<file path="config.mk">
export PLATFORM = sky130hd
export DESIGN_NAME = frame_assembler
export DESIGN_NICKNAME = d
export VERILOG_FILES = /design/src/rtl/led_pkg.sv /design/src/rtl/byte_scaler.sv /design/src/rtl/frame_assembler.sv
export SDC_FILE = /design/constraint.sdc
export NUM_CORES = 1
export LEC_CHECK = 0
export ABC_AREA = 1
export CELL_PAD_IN_SITES_DETAIL_PLACEMENT = 0
export CELL_PAD_IN_SITES_GLOBAL_PLACEMENT = 1
export CORE_MARGIN = 2
export CORE_UTILIZATION = 37
export DETAILED_ROUTE_END_ITERATION = 10
export MAX_ROUTING_LAYER = met4
export PLACE_DENSITY = 0.74
export SYNTH_ARGS = -nofsm -noshare
export SYNTH_HDL_FRONTEND = slang
export SYNTH_SLANG_ARGS = --single-unit
export TNS_END_PERCENT = 10
</file>
<file path="constraint.sdc">
create_clock -name clk -period 2.35 [get_ports clk]
set_input_delay 0.47 -clock clk [delete_from_list [all_inputs] [get_ports clk]]
set_output_delay 0.47 -clock clk [all_outputs]
set_load 0.02 [all_outputs]
</file>
<file path="src/rtl/led_pkg.sv">
// Shared LED frame constants and the frame_assembler state encoding.
package led_pkg;

    localparam int unsigned NUM_LEDS     = 6;
    localparam int unsigned BITS_PER_LED = 24;
    localparam int unsigned FRAME_BITS   = NUM_LEDS * BITS_PER_LED;
    localparam int unsigned FRAME_BYTES  = FRAME_BITS / 8;

    typedef enum logic [1:0] {
        IDLE    = 2'd0,
        COLLECT = 2'd1,
        COMMIT  = 2'd2
    } fa_state_e;

endpackage

</file>
<file path="src/rtl/byte_scaler.sv">
// Combinational brightness scaling of one colour byte: (data * (brightness + 1)) >> 8.
module byte_scaler (
    input  logic [7:0] data_i,
    input  logic [7:0] brightness_i,
    output logic [7:0] result_o
);

    // Product peaks at 255 * 256, so 16 bits hold it without overflow.
    assign result_o = 8'((16'(data_i) * (16'(brightness_i) + 16'd1)) >> 8);

endmodule

</file>
<file path="src/rtl/frame_assembler.sv">
// Collects a sync-delimited byte stream into a shadow frame and commits it to rgb with a go pulse.
// Optional brightness scaling of each accepted byte is enabled by defining FRAME_BRIGHTNESS_EN.
module frame_assembler #(
    parameter int unsigned NUM_LEDS    = led_pkg::NUM_LEDS,
    parameter int unsigned FRAME_BYTES = 3 * NUM_LEDS
) (
    input  logic                                      clk,
    input  logic                                      rst,
    input  logic                                      frame_sync,
    input  logic                                      byte_valid,
    input  logic [7:0]                                byte_data,
`ifdef FRAME_BRIGHTNESS_EN
    input  logic [7:0]                                brightness,
`endif
    output logic [led_pkg::BITS_PER_LED*NUM_LEDS-1:0] rgb,
    output logic                                      go,
    output logic                                      frame_err
);

    import led_pkg::fa_state_e;
    import led_pkg::IDLE;
    import led_pkg::COLLECT;
    import led_pkg::COMMIT;
    import led_pkg::BITS_PER_LED;

    localparam int unsigned FRAME_W = BITS_PER_LED * NUM_LEDS;
    localparam int unsigned CNT_W   = $clog2(FRAME_BYTES + 1);
    localparam int unsigned LAST    = FRAME_BYTES - 1;
    localparam logic [FRAME_W-1:0] LANE_MASK = FRAME_W'(8'hFF);

    fa_state_e          state_q, state_d;
    logic [CNT_W-1:0]   cnt_q, cnt_d;
    logic [FRAME_W-1:0] shadow_q, shadow_d;
    logic [FRAME_W-1:0] rgb_q, rgb_d;
    logic               go_q, go_d;
    logic               err_q, err_d;
    logic               ovr_q, ovr_d;

    logic               wr_en_c;
    logic [CNT_W-1:0]   wr_idx_c;
    logic [FRAME_W-1:0] base_c;
    logic [31:0]        shamt_c;
    logic [7:0]         store_byte_c;

`ifdef FRAME_BRIGHTNESS_EN
    byte_scaler u_byte_scaler (
        .data_i       (byte_data),
        .brightness_i (brightness),
        .result_o     (store_byte_c)
    );
`else
    assign store_byte_c = byte_data;
`endif

    // ovr_q marks "a frame has completed since the last sync": stray bytes are then overruns.
    always_comb begin
        state_d  = state_q;
        cnt_d    = cnt_q;
        shadow_d = shadow_q;
        rgb_d    = rgb_q;
        ovr_d    = ovr_q;
        go_d     = 1'b0;
        err_d    = 1'b0;
        wr_en_c  = 1'b0;
        wr_idx_c = cnt_q;
        base_c   = shadow_q;
        shamt_c  = 32'd0;

        unique case (state_q)
            COLLECT: begin
                err_d   = frame_sync && (cnt_q != '0);
                wr_en_c = byte_valid;
            end
            COMMIT: begin
                rgb_d   = shadow_q;
                go_d    = 1'b1;
                ovr_d   = 1'b1;
                state_d = IDLE;
            end
            default: ;
        endcase

        // Sync restarts collection from any state; a coincident byte becomes byte 0.
        if (frame_sync) begin
            state_d  = COLLECT;
            cnt_d    = '0;
            shadow_d = '0;
            base_c   = '0;
            ovr_d    = 1'b0;
            wr_en_c  = byte_valid;
            wr_idx_c = '0;
        end else if (byte_valid && (state_q != COLLECT) && ovr_d) begin
            err_d = 1'b1;
        end

        if (wr_en_c) begin
            shamt_c  = 32'd8 * (32'(LAST) - 32'(wr_idx_c));
            shadow_d = (base_c & ~(LANE_MASK << shamt_c)) | (FRAME_W'(store_byte_c) << shamt_c);
            if (wr_idx_c == CNT_W'(LAST)) begin
                state_d = COMMIT;
                cnt_d   = '0;
            end else begin
                state_d = COLLECT;
                cnt_d   = wr_idx_c + CNT_W'(1);
            end
        end
    end

    always_ff @(posedge clk or negedge rst) begin
        if (!rst) begin
            state_q  <= IDLE;
            cnt_q    <= '0;
            shadow_q <= '0;
            rgb_q    <= '0;
            go_q     <= 1'b0;
            err_q    <= 1'b0;
            ovr_q    <= 1'b0;
        end else begin
            state_q  <= state_d;
            cnt_q    <= cnt_d;
            shadow_q <= shadow_d;
            rgb_q    <= rgb_d;
            go_q     <= go_d;
            err_q    <= err_d;
            ovr_q    <= ovr_d;
        end
    end

    assign rgb       = rgb_q;
    assign go        = go_q;
    assign frame_err = err_q;

endmodule
</file>
* Word level (Yosys, flattened, before mapping)
Index checks and enable logic that the tools add are counted.
Cells by class: $add $sub $neg 2, multiply operators 0, divide/modulo/power cells 0, order comparisons 0, equal/unequal tests 4, shift operators 2, multiplexer cells 17, bitwise gates (word level) 3, reductions and logical operators 5
Operator list (number):
- 144-bit 2-to-1 mux | 2
- 144-bit AND | 1
- 144-bit NOT | 1
- 144-bit bitwise OR | 1
- 8-bit by 32-bit left shift with 144-bit output | 1
- 8-bit by 32-bit left shift with 144-bit output, first input constant | 1
- 5-bit 2-to-1 mux | 3
- 1-bit 2-to-1 mux | 8
- 2-bit 2-to-1 mux | 4
- 5-bit by 5-bit subtractor with 6-bit output, first input constant | 1
- 5-bit by 1-bit adder with 5-bit output, second input constant | 1
- 5-bit equality test, second input constant | 1
- 5-bit nonzero test | 1
- 1-bit logical AND | 3
- 3-bit nonzero test | 1
- 2-bit by 1-bit equality test with 1-bit output, second input constant | 1
- 2-bit equality test, second input constant | 1
- 2-bit by 1-bit != test with 1-bit output, second input constant | 1
Storage, ports and cells: register bits 298, bits in latches 0, bits in writable memories 0, bits in read-only memories 0, input port bits 12, output and inout bits 146, word-level logic and storage cells 40, memories kept 0

* Depth between registers and ports, before layout
depth in word-level cells 7, mapped depth 14, mapped depth without buffers 12

* Worst setup path after synthesis
Ideal clock, no wire load.
path type input port to flip-flop, start input port frame_sync, end register shadow_q[24], data arrival time 2.236 ns, required time 2.231 ns, slack -0.005 ns, stages on the path 11, buffers on the path 2, path through inv_2 nand2_2 buf_2 ha_1 inv_1 clkbuf_1 nand4_1 clkinv_1 nand3_1 nand2_1 nand2_1
On the way: cells in the longest elaborated chain, start to end 7, elaborated cells between the ends (all ways) 10
Ends and longest elaborated chain:
- start, declared | RTL line frame_assembler.sv:9 | input logic frame_sync,
- 5-bit 2-to-1 mux
- 5-bit by 5-bit subtractor with 6-bit output | RTL line frame_assembler.sv:97 | shamt_c = 32'd8 * (32'(LAST) - 32'(wr_idx_c));
- 8-bit by 32-bit left shift with 144-bit output | RTL line frame_assembler.sv:98 | shadow_d = (base_c & ~(LANE_MASK << shamt_c)) | (FRAME_W'(store_byte_c) << shamt_c);
- 144-bit NOT | RTL line frame_assembler.sv:98
- 144-bit AND | RTL line frame_assembler.sv:98
- 144-bit bitwise OR | RTL line frame_assembler.sv:98
- 144-bit 2-to-1 mux * | RTL line frame_assembler.sv:96 | if (wr_en_c) begin
- named net shadow_d[24] | RTL line frame_assembler.sv:33 | logic [FRAME_W-1:0] shadow_q, shadow_d;
- end signal, assigned | RTL line frame_assembler.sv:121 | shadow_q <= shadow_d;
- end, declared | RTL line frame_assembler.sv:33
The timed path passes the listed nets; every way through them passes the cells marked *. A chain may end at the register's enable or synchronous reset.

* Final worst setup path
start register rgb_q[63] (netlist: rgb[63]), end output port rgb[63] in the netlist's numbering
RTL lines:
- start, declared | RTL line frame_assembler.sv:34 | logic [FRAME_W-1:0] rgb_q, rgb_d;
- start signal, assigned | RTL line frame_assembler.sv:122 | rgb_q <= rgb_d;
- end, declared | RTL line frame_assembler.sv:15 | output logic [led_pkg::BITS_PER_LED*NUM_LEDS-1:0] rgb,
No word-level cell between the ends.

==> metrics.csv <==
stage,metric,value,unit
run_status,outcome,completed,
yosys,synth_top_area_share,60.66,%
clock_tree,worstSkewPairLatency,0.51,ns
power,clockPowerShare,46.5,%
layout,drive_gt1_share,8.263,%
yosys,synth.area.mux_share,0,%
timing,tightest_slew,0.8617,ns
worst_setup_path,crit_start,rgb[63],
yosys,syn_inst,1467,
worst_setup_path,path_buf_inv,1,
route,firstDrtPassIters,7,
worst_setup_path,arrival,1.54,ns
clock_tree,clk_pin_slew,0.06,ns
power,comb_power_share,6.1,%
yosys,yosysTopAreaCell,dfrtp_1,
route,wl,34210,um
timing,timing.slew.headroom,42.56,%
worst_setup_path,required,1.88,ns
timing,fin_crit,2.006,ns
timing,fin_skew,0.01212,ns
timing,setup_viol,0,
global_route,grt_pass1_wl,54560,um
worst_setup_path,critPathSlowestCell,clkdlybuf4s50_1,
global_route,grt_overflow,0,
yosys,synth-xor-area-share,0.07124,%
worst_setup_path,cpPeakStageDelay,0.63,ns
floorplan,fp.dieArea,34700,um2
route,post_drt_wl_per_cell,16.19,um
timing,setup_tns,0,ns
yosys,synth_nets,1482,
floorplan,pin_count,158,
worst_setup_path,reg2reg_from,cnt_q[2],
yosys,ys_warn_count,0,
worst_setup_path,startpoint_type,flip-flop,
yosys,synthAdderAreaFrac,0.3053,%
timing,rsz0062_at_grt,false,
clock_tree,cts_buffers,34,
yosys,synth_area_per_cell,8.381,um2
yosys,synth-compound-area-share,5.658,%
timing,drv_slew,0,
layout,finalNetCount,1661,
worst_setup_path,path_max_fanout,2,
route,detail_route.vias_per_cell,4.689,
power,power.leakage,7.728,nW
clock_tree,cts_resized,0,
worst_setup_path,worst_r2r_path_depth,10,
floorplan,die_h,186.3,um
power,p_int,8.468,mW
clock_tree,clockRootBuffer,clkbuf_16,
placement,port_buffers,157,
route,vias,9907,
yosys,yosysSeqAreaShare,60.66,%
yosys,synth_top_family_by_area,simple AND/OR/NAND/NOR gates,
route,ant_nets,0,
worst_setup_path,path_cells,clkdlybuf4s50_1,
yosys,synth_cell_types,27,
power,p_per_area,694.0,nW/um2
layout,finish.utilization,48.52,%
worst_setup_path,cp.depth,1,
placement,hpwl,23280,um
floorplan,die_x,186.3,um
route,drt_iter0_drc,627,
global_route,grt_start_max_net_pins,100,
timing,hold_viol,0,
timing,fmax,498.5,MHz
power,seq_power_share,47.4,%
timing,fin_crit_sh,85.37,%
yosys,ys_ff_latch,298,
clock_tree,cts.sinks,298,
yosys,netlist_area,12290,um2
clock_tree,tritoncts,done,
global_route,grt_usage,20.88,%
clock_tree,h-tree-depth,2,
worst_setup_path,ff2ff_setup_slack,0.39,ns
floorplan,core-area,32620,um2
power,netSwitchingPower,2.515,mW
yosys,synth-simple-area-share,27.83,%
global_route,antenna_found_initial,1,
global_route,grt_pass1_vias,9796,
power,irDropWorstVdd,0.4058,mV
worst_setup_path,path_delay_family,buffers and inverters,
worst_setup_path,cp-end-kind,output pin,
power,switching_share,22.90,%
min_path,min-delay-path-class,input pin to asynchronous set/reset pin,
floorplan,num_rows,66,
flow_run,maxCapViolCount,0,
placement,gp_congestion,0.8946,
layout,area_growth,28.73,%
route,drc,0,
clock_tree,clk_path_buf_depth,3,
yosys,synthTopCellsByArea,"dfrtp_1 61%, nand2_1 19%, o21ai_0 5.3%",
worst_setup_path,crit_type,flip-flop to output pin,
floorplan,initial_utilization,37.69,%
[flip-flops by register name, indices dropped and copies added (netlist names)]
register	cells
shadow_q	144
go	1
cnt_q	5
rgb	144
ovr_q	1
state_q	2
frame_err	1
[final cells by class]
cell class,instances,area [um2]
multi-input combinational,997,4182
inverter,93,354.1
fill,3208,16790
clock buffer,55,1064
antenna,1,2.502
timing repair buffer,222,2187
clock inverter,5,27.53
sequential,298,7457
tap,442,553.0
[layer usage]
| layer | up-vias | part of all wire [%] | track usage, % |
|---|---|---|---|
| li1 | 4917 | - | - |
| met4 | 0 | 2.5 | 5.638 |
| met2 | 224 | 45 | 31.02 |
| met5 | - | 0 | - |
| met3 | 55 | 4.8 | 3.271 |
| met1 | 4711 | 48 | 29.87 |
[cells by family (layout without fill, tap and decap cells)]
family	after synthesis	after routing
other	0	1
xor gates and xnor gates	1	1
buffers and inverters	172	375
adders and majority gates	3	3
DFF	298	298
AOI/OAI and AO/OA	137	137
and+or+nand+nor	856	856
[cell usage after synthesis]
cell type and instances:
a21oi_1 2, clkinv_1 4, buf_4 2, nand3_1 87, inv_1 86, nand2_1 618, nor2_4 3, nand4_1 13
nor3_1 5, o22ai_1 1, o21ai_0 130, dfrtp_1 298, nor2_2 3, ha_1 3, a22oi_1 1, xor2_1 1
nor2_1 117, clkbuf_1 58, o21ai_1 1, a21oi_2 1, nand2_2 8, nand4_2 1, o31ai_1 1, inv_2 3
and2_1 1, buf_2 16, buf_1 3
[timing repair]
action                                 in CTS  in global routing
buffers inserted                            0                  0
hold buffers                                1                  0
endpoints found under the hold margin      34                  0
[final timing paths]
path | endpoint
max reg2reg | shadow_q[122]
max | rgb[63]
min reg2reg | rgb[80]
min | rgb[104]
max in group asynchronous | rgb[16]
min in group clk | rgb[80]
[placed cells by master, fill, tap and decap left out]
cell type          n
nand2_1          618
dfrtp_1          298
clkdlybuf4s50_1  155
o21ai_0          130
nor2_1           116
nand3_1           87
inv_1             86
buf_4             54
clkbuf_16         37
nand4_1           13
clkbuf_1          11
buf_12            10
nand2_2            8
clkbuf_8           7
nor2_4             4
clkinv_2           4
inv_2              3
clkinv_1           3
nor2_2             3
nor3_1             3
ha_1               3
nor3_2             2
a21oi_1            2
diode_2            1
a21oi_2            1
o21ai_1            1
nand4_2            1
o22ai_1            1
xor2_1             1
and2_1             1
a22oi_1            1
inv_6              1
o31ai_1            1
clkinvlp_4         1
dlygate4sd3_1      1
buf_2              1
buf_8              1
[stage by stage]
step           hold WS (ns)  power [mW]  worst slack, ns  instance area, um2  instances
4_1_cts              0.4319       11.14           0.3177               15820       2112
3_5_place_dp         0.3788       5.973          0.08923               14720       2051
2_1_floorplan        0.1744       5.598          0.09341               12300       1467
6_report             0.4372       10.98           0.3439               15830       2113
5_1_grt              0.4620       11.42           0.2221               15830       2113
3_3_place_gp         0.3774       5.972           0.1314               14720       2051
[power by group through the flow]
stage | sequential (mW) | clock [mW] | combinational (mW)
final | 5.21 | 5.11 | 0.671
after CTS | 5.21 | 5.26 | 0.679
after floorplan | 5.30 | 0 | 0.299
after detailed placement | 5.30 | 0 | 0.675
after global routing | 5.21 | 5.48 | 0.741
after global placement | 5.30 | 0 | 0.674
(Power assumes the default switching activity.)
